**src/rtl/trace_pkg.sv**
```systemverilog
// Shared types and constants for the trace buffer: FSM states, buffer modes and the
// default vector shape used by the packer.
package trace_pkg;

    typedef enum logic [1:0] {StCapture, StRead, StPresent} state_e;

    localparam logic MODE_CIRCULAR = 1'b0;
    localparam logic MODE_STOP     = 1'b1;

    localparam int unsigned VEC_N     = 8;
    localparam int unsigned VEC_WIDTH = 32;

    typedef logic [VEC_N-1:0][VEC_WIDTH-1:0] vector_t;

endpackage

```
**src/rtl/trace_buffer_if.sv**
```systemverilog
// Bus bundle for the trace buffer: capture stream from the packer, config bus, drain handshake
// and status. The master side is whoever drives capture/config/drain (packer + host).
interface trace_buffer_if #(
    parameter int unsigned N          = 8,
    parameter int unsigned DATA_WIDTH = 32,
    parameter int unsigned DEPTH      = 16
);
    localparam int unsigned CW = $clog2(DEPTH) + 1;

    logic                             tracing;
    logic                             valid_in;
    logic [N-1:0][DATA_WIDTH-1:0]     vector_in;
    logic [7:0]                       configId;
    logic [7:0]                       configData;
    logic                             drain_req;
    logic                             ready_in;
    logic [N-1:0][DATA_WIDTH-1:0]     vector_out;
    logic                             valid_out;
    logic [CW-1:0]                    count_out;
    logic                             overflow;
    logic                             busy;
    logic                             done;

    modport master (
        output tracing, valid_in, vector_in, configId, configData, drain_req, ready_in,
        input  vector_out, valid_out, count_out, overflow, busy, done
    );

    modport slave (
        input  tracing, valid_in, vector_in, configId, configData, drain_req, ready_in,
        output vector_out, valid_out, count_out, overflow, busy, done
    );

endinterface

```
**src/rtl/trace_ram.sv**
```systemverilog
// Simple dual-port storage for the trace buffer: one write port, one read port with a
// registered output. No reset so it maps onto block RAM.
module trace_ram #(
    parameter int unsigned DEPTH = 16,
    parameter int unsigned WIDTH = 256
) (
    input  logic                     clk,
    input  logic                     we,
    input  logic [$clog2(DEPTH)-1:0] waddr,
    input  logic [WIDTH-1:0]         wdata,
    input  logic                     re,
    input  logic [$clog2(DEPTH)-1:0] raddr,
    output logic [WIDTH-1:0]         rdata
);

    logic [WIDTH-1:0] mem [DEPTH];

    always_ff @(posedge clk) begin
        if (we) begin
            mem[waddr] <= wdata;
        end
        if (re) begin
            rdata <= mem[raddr];
        end
    end

endmodule

```
**src/rtl/trace_buffer.sv**
```systemverilog
// Captures packer vectors into a circular buffer while tracing, then replays them oldest-first
// over a valid/ready handshake on request. Mode (overwrite vs stop-when-full) set via config bus.
module trace_buffer
    import trace_pkg::*;
#(
    parameter int unsigned N                  = 8,
    parameter int unsigned DATA_WIDTH         = 32,
    parameter int unsigned DEPTH              = 16,
    parameter logic [7:0]  PERSONAL_CONFIG_ID = 8'd0,
    parameter bit          INITIAL_MODE       = 1'b0
) (
    input logic           clk,
    input logic           reset,
    trace_buffer_if.slave bus
);

    localparam int unsigned AW = $clog2(DEPTH);
    localparam int unsigned CW = AW + 1;

    state_e          state_q, state_d;
    logic [AW-1:0]   wr_ptr_q, wr_ptr_d;
    logic [AW-1:0]   rd_ptr_q, rd_ptr_d;
    logic [CW-1:0]   count_q, count_d;
    logic            mode_q, mode_d;
    logic            overflow_q, overflow_d;
    logic            done_q, done_d;

    logic            full;
    logic            wr_req;
    logic            handshake;
    logic            ram_we;
    logic            ram_re;
    logic [N*DATA_WIDTH-1:0] ram_rdata;

    assign full      = (count_q == CW'(DEPTH));
    assign wr_req    = (state_q == StCapture) && bus.tracing && bus.valid_in;
    assign handshake = (state_q == StPresent) && bus.ready_in;
    // When full in stop mode the incoming vector is dropped rather than written.
    assign ram_we    = wr_req && (!full || (mode_q == MODE_CIRCULAR));
    assign ram_re    = (state_q == StRead);

    trace_ram #(
        .DEPTH (DEPTH),
        .WIDTH (N * DATA_WIDTH)
    ) u_ram (
        .clk   (clk),
        .we    (ram_we),
        .waddr (wr_ptr_q),
        .wdata (bus.vector_in),
        .re    (ram_re),
        .raddr (rd_ptr_q),
        .rdata (ram_rdata)
    );

    always_ff @(posedge clk) begin
        if (reset) begin
            state_q <= StCapture;
        end else begin
            state_q <= state_d;
        end
    end

    always_comb begin
        state_d = state_q;
        unique case (state_q)
            StCapture: begin
                if (bus.drain_req && !bus.tracing && (count_q != '0)) begin
                    state_d = StRead;
                end
            end
            StRead:    state_d = StPresent;
            StPresent: begin
                if (bus.ready_in) begin
                    state_d = (count_q > CW'(1)) ? StRead : StCapture;
                end
            end
            default:   state_d = StCapture;
        endcase
    end

    always_comb begin
        bus.valid_out  = (state_q == StPresent);
        bus.busy       = (state_q != StCapture);
        // RAM output is not reset, so gate it to keep vector_out at zero outside PRESENT.
        bus.vector_out = (state_q == StPresent) ? ram_rdata : '0;
        bus.count_out  = count_q;
        bus.overflow   = overflow_q;
        bus.done       = done_q;
    end

    always_comb begin
        wr_ptr_d   = wr_ptr_q;
        rd_ptr_d   = rd_ptr_q;
        count_d    = count_q;
        overflow_d = overflow_q;
        done_d     = 1'b0;
        mode_d     = mode_q;
        if (bus.configId == PERSONAL_CONFIG_ID) begin
            mode_d = bus.configData[0];
        end
        if (wr_req) begin
            if (!full) begin
                wr_ptr_d = wr_ptr_q + AW'(1);
                count_d  = count_q + CW'(1);
            end else begin
                overflow_d = 1'b1;
                if (mode_q == MODE_CIRCULAR) begin
                    wr_ptr_d = wr_ptr_q + AW'(1);
                    rd_ptr_d = rd_ptr_q + AW'(1);
                end
            end
        end
        if (handshake) begin
            rd_ptr_d = rd_ptr_q + AW'(1);
            count_d  = count_q - CW'(1);
            done_d   = (count_q == CW'(1));
        end
    end

    always_ff @(posedge clk) begin
        if (reset) begin
            wr_ptr_q   <= '0;
            rd_ptr_q   <= '0;
            count_q    <= '0;
            mode_q     <= INITIAL_MODE;
            overflow_q <= 1'b0;
            done_q     <= 1'b0;
        end else begin
            wr_ptr_q   <= wr_ptr_d;
            rd_ptr_q   <= rd_ptr_d;
            count_q    <= count_d;
            mode_q     <= mode_d;
            overflow_q <= overflow_d;
            done_q     <= done_d;
        end
    end

endmodule

```
**src/flat_wrapper.sv**
```systemverilog
// flat-port wrapper written by rule: the top's interface ports become plain ports
module trace_buffer_flat import trace_pkg::*;
#(
    parameter int unsigned N                  = 8,
    parameter int unsigned DATA_WIDTH         = 32,
    parameter int unsigned DEPTH              = 16,
    parameter logic [7:0]  PERSONAL_CONFIG_ID = 8'd0,
    parameter bit          INITIAL_MODE       = 1'b0
)
  (clk, reset, bus_tracing, bus_valid_in, bus_vector_in, bus_configId, bus_configData, bus_drain_req, bus_ready_in, bus_vector_out, bus_valid_out, bus_count_out, bus_overflow, bus_busy, bus_done);
  trace_buffer_if #(.N(N), .DATA_WIDTH(DATA_WIDTH), .DEPTH(DEPTH)) bus_i ();
  input logic clk;
  input logic reset;
  input wire logic [$bits(bus_i.tracing)-1:0] bus_tracing;
  input wire logic [$bits(bus_i.valid_in)-1:0] bus_valid_in;
  input wire logic [$bits(bus_i.vector_in)-1:0] bus_vector_in;
  input wire logic [$bits(bus_i.configId)-1:0] bus_configId;
  input wire logic [$bits(bus_i.configData)-1:0] bus_configData;
  input wire logic [$bits(bus_i.drain_req)-1:0] bus_drain_req;
  input wire logic [$bits(bus_i.ready_in)-1:0] bus_ready_in;
  output wire logic [$bits(bus_i.vector_out)-1:0] bus_vector_out;
  output wire logic [$bits(bus_i.valid_out)-1:0] bus_valid_out;
  output wire logic [$bits(bus_i.count_out)-1:0] bus_count_out;
  output wire logic [$bits(bus_i.overflow)-1:0] bus_overflow;
  output wire logic [$bits(bus_i.busy)-1:0] bus_busy;
  output wire logic [$bits(bus_i.done)-1:0] bus_done;
  assign bus_i.tracing = bus_tracing;
  assign bus_i.valid_in = bus_valid_in;
  assign bus_i.vector_in = bus_vector_in;
  assign bus_i.configId = bus_configId;
  assign bus_i.configData = bus_configData;
  assign bus_i.drain_req = bus_drain_req;
  assign bus_i.ready_in = bus_ready_in;
  assign bus_vector_out = bus_i.vector_out;
  assign bus_valid_out = bus_i.valid_out;
  assign bus_count_out = bus_i.count_out;
  assign bus_overflow = bus_i.overflow;
  assign bus_busy = bus_i.busy;
  assign bus_done = bus_i.done;
  trace_buffer #(.N(N), .DATA_WIDTH(DATA_WIDTH), .DEPTH(DEPTH), .PERSONAL_CONFIG_ID(PERSONAL_CONFIG_ID), .INITIAL_MODE(INITIAL_MODE)) u_core (.clk(clk), .reset(reset), .bus(bus_i));
endmodule
```
**config.mk**
```make
export PLATFORM = sky130hd
export DESIGN_NAME = trace_buffer_flat
export DESIGN_NICKNAME = d
export VERILOG_FILES = /design/src/rtl/trace_pkg.sv /design/src/rtl/trace_buffer_if.sv /design/src/rtl/trace_ram.sv /design/src/rtl/trace_buffer.sv /design/src/flat_wrapper.sv
export SDC_FILE = /design/constraint.sdc
export NUM_CORES = 2
export LEC_CHECK = 0
export BUFFER_PORTS_ARGS = -buffer_cell sky130_fd_sc_hd__buf_2
export CORE_MARGIN = 2
export CORE_UTILIZATION = 30
export CTS_CLUSTER_SIZE = 28
export DETAILED_ROUTE_END_ITERATION = 7
export HOLD_SLACK_MARGIN = 0.03
export PLACE_DENSITY_LB_ADDON = 0.1
export SETUP_SLACK_MARGIN = 0.1
export SYNTH_ARGS = -nofsm -noshare
export SYNTH_HDL_FRONTEND = slang
export SYNTH_HIERARCHICAL = 1
export SYNTH_SLANG_ARGS = --single-unit
```
**constraint.sdc**
```tcl
create_clock -name clk -period 20.8 [get_ports clk]
set_input_delay 2.08 -clock clk [delete_from_list [all_inputs] [get_ports clk]]
set_output_delay 2.08 -clock clk [all_outputs]
set_load 0.01 [all_outputs]
```
==> results.md <==
- Clock power share: about 44%
- Fill count: approximately 50k
- Hpwl dp: about 240 mm
- CP startpoint kind: primary input
- Seq pwr share: between 50% and 60%
- Synth cell types: between 40 and 50
- Vias post-DR: roughly 76k
- Post-Syn Instances: a little over 7k
- Final WS setup: 14.25 ns
- Max-slew violations: 0
- Net Sw Frac: a little over a fifth
- Largest net degree at the start of global routing: roughly 140
- Num Clock Sinks: 4370
- Die Area: 0.552 mm^2
- Total wire length: between 400 and 500 mm
- Data required, critical path: approximately 21 ns
- Worst hold path class: reg -> reg
- Critical path peak fanout: 34
- Period minus WS final: approximately 6.6 ns
- Ys Warns: 6
- Most common cell in the netlist: edfxtp_1
- Status: finished clean
- Share of layout cells above drive strength 1: a little under 30%
- Global-route total usage across every layer: 16.4%
- Initial antenna violation count: 184
- Power Total: ~0.018 W
- Crit end category: register
- Synth area leader: edfxtp_1
- Crit path from: bus_tracing
- First-pass GRT wire length: 642 mm
- Clock Skews: approximately 0.11 ns
- Total gr overflow: 0
- Die Ht: between 700 and 800 um
- Post-DRT Antenna Nets: 0
- Top-area cell type share of the netlist area: 79.8%
- Via/cell ratio: between 4 and 5
- Max-cap viol count: 0
- Final hold violations: 0
- Synth async-reset ratio: 0%
- Placed cell areas: 0.176 mm^2
- RSZ-0062 raised after global routing: false
- Width of the die: 743 um
- Number of flops mapped to enable cells by yosys: 4352
- Switching power total: approximately 0.0038 W
- Main synth FF type: edfxtp_1
- CTS tree: built
- Root buf cell: clkbuf_16
- Fin nets: about 8.1k
- RD Place Congestion: between 0.6 and 0.7
- Setup-failing EPs final: 0
- Core Area: approximately 0.54 mm^2
- Longest Clk Path Bufs: 4
- Cts bufs inserted: roughly 480
- Logic pwr share: roughly 2.1%
- Initial DRC Count: just over 6k
- Vias in the first global route: 81.7k
- Mapped Area: between 0.15 and 0.2 mm^2
- Layout overhead on the synthesized area: 16.3%
- Synth area leaders: edfxtp_1 80%, mux4_2 13%, a22oi_1 2.1%
- Clock Latency Late Sink: 1.06 ns
- R2r startpoint: u_core/rd_ptr_q[0]
- # IOs: between 500 and 600
- Rows: approximately 270
- Final core occ: a little over a third
- Max Fclk: about 150 MHz
- Drt pass-1 iters: 5
- Max-slew headroom: roughly 19%
- Clock slew at reported path FFs: around 0.06 ns
- Syn avg cell area: between 20 and 25 um^2
- Hold-fix buffers, CTS: 0
- PostCTS Resize Cnt: 0
- Setup TNS: 0 ns
- Worst Hold Launch: u_core/bus.overflow
- Synth Register Bits: roughly 4.4k
- Pre-CTS WS: 13.03 ns
- Leakage power: approximately 60 nW
- CP Class: in -> reg
- Starting Density: approximately 30%
- Final Cell Area: roughly 0.19 mm^2
- Synth cell count leaders: 4352 x edfxtp_1, 968 x mux4_2, 450 x a22oi_1
- Port Buffers: between 500 and 600
- Pint: roughly 0.014 W
- CTS H-Tree Depth: 5
- DRC: 0
- Slew @ Worst Pin: between 1 and 1.5 ns
- Sequential element share of the synthesized area: around four fifths
- PwrDens: 95.7 mW/mm^2
- Post-CTS Setup Repair Bufs: 0
- Net count after synthesis: about 7.3k
- VDD IR-drop max: between 70 and 80 uV
- Post-detailed-route wirelength per cell: between 20 and 30 um
- Worst Path Arrival: between 7 and 8 ns
- Fin crit share: approximately a third
layer usage:
layer  GRT usage [%]  vias to the layer above  wire [um]
met2            27.5                     1895     225000
li1                -                    31619          -
met5               0                        -        470
met4            3.48                       76      10100
met1            22.5                    42019     203000
met3            2.91                      763      23400
flip-flops by register name (all words and copies together) (netlist names):
signal                flops
u_core/rd_ptr_q           4
u_core/bus.count_out      5
u_core/bus.overflow       1
u_core/u_ram/rdata      256
u_core/wr_ptr_q           4
u_core/u_ram/mem       4096
u_core/state_q            2
u_core/mode_q             1
u_core/bus.done           1
kinds of logic (layout without fill, tap and decap cells):
kind of cell,after synthesis,after routing,share of synthesized area [%]
muxes,1110,1110,14.3
and+or+nand+nor,599,599,1.94
other,0,28,0
xor gates and xnor gates,6,6,0.0321
DFF,4370,4370,80.0
adders and majority gates,5,5,0.0382
AOI/OAI and AO/OA,560,560,2.56
buffers and inverters,390,1610,1.20
through the flow:
step	hold slack (ns)	std cells
5_1_grt	0.538	15498
3_3_place_gp	0.457	14617
2_1_floorplan	0.459	7040
4_1_cts	0.485	15494
6_report	0.479	15522
3_5_place_dp	0.469	14617
final cells by class:
type / instances / area (um^2) / share of cell area (%)
antenna: 28 / 70.1 / 0.0368
sequential: 4370 / 131000 / 68.8
timing repair buffer: 729 / 4430 / 2.33
clock buffer: 589 / 12400 / 6.48
clock inverter: 288 / 2540 / 1.34
inverter: 4 / 15.0 / 0.00788
tap: 7234 / 9050 / 4.75
multi-input combinational: 2280 / 31100 / 16.3
worst max-delay path, cell delays in order:
cell       delay [ns]
buf_2            0.10
nand4bb_1        0.32
a21oi_2          0.51
or3b_2           0.63
nor2_4           0.12
buf_4            0.46
buf_4            0.67
buf_4            0.69
buf_4            0.72
buf_4            0.69
cells in the final DEF, fill, tap and decap left out, types with 6 or more instances in the layout:
| master | instances |
|---|---|
| clkinv_2 | 76 |
| nand2b_1 | 27 |
| clkbuf_1 | 112 |
| a22oi_1 | 450 |
| dfxtp_1 | 14 |
| buf_4 | 170 |
| a221oi_1 | 23 |
| buf_2 | 535 |
| clkinv_16 | 19 |
| o221ai_1 | 33 |
| diode_2 | 28 |
| nor2_1 | 13 |
| xnor2_1 | 6 |
| mux4_2 | 968 |
| nor2b_1 | 33 |
| bufinv_16 | 28 |
| mux2i_1 | 36 |
| o22a_1 | 6 |
| a21oi_1 | 8 |
| and2_1 | 257 |
| o21ai_0 | 31 |
| edfxtp_1 | 4352 |
| clkinvlp_4 | 8 |
| mux2_2 | 106 |
| clkinv_1 | 146 |
| clkbuf_16 | 477 |
| buf_12 | 24 |
| nor2_4 | 15 |
| nor2b_4 | 6 |
| nand3_1 | 8 |
| nand2_1 | 208 |
worst paths after layout:
path                              end  slack, ns  cells after the start
max          u_core/u_ram/mem[1][141]      14.25                     10
min               u_core/bus.overflow       0.48                      2
max reg2reg   u_core/u_ram/rdata[137]      14.67                      9
min reg2reg       u_core/bus.overflow       0.48                      2
power by group through the flow:
stage	Clock [W]	Sequential, W	Combinational [W]
floorplan	0	0.00997	0.000179
global placement	0	0.00995	0.000391
detailed placement	0	0.00996	0.000404
CTS	0.00834	0.00977	0.000405
global route	0.00866	0.00977	0.000434
finish	0.00808	0.00977	0.000390
(Power assumes the default switching activity.)
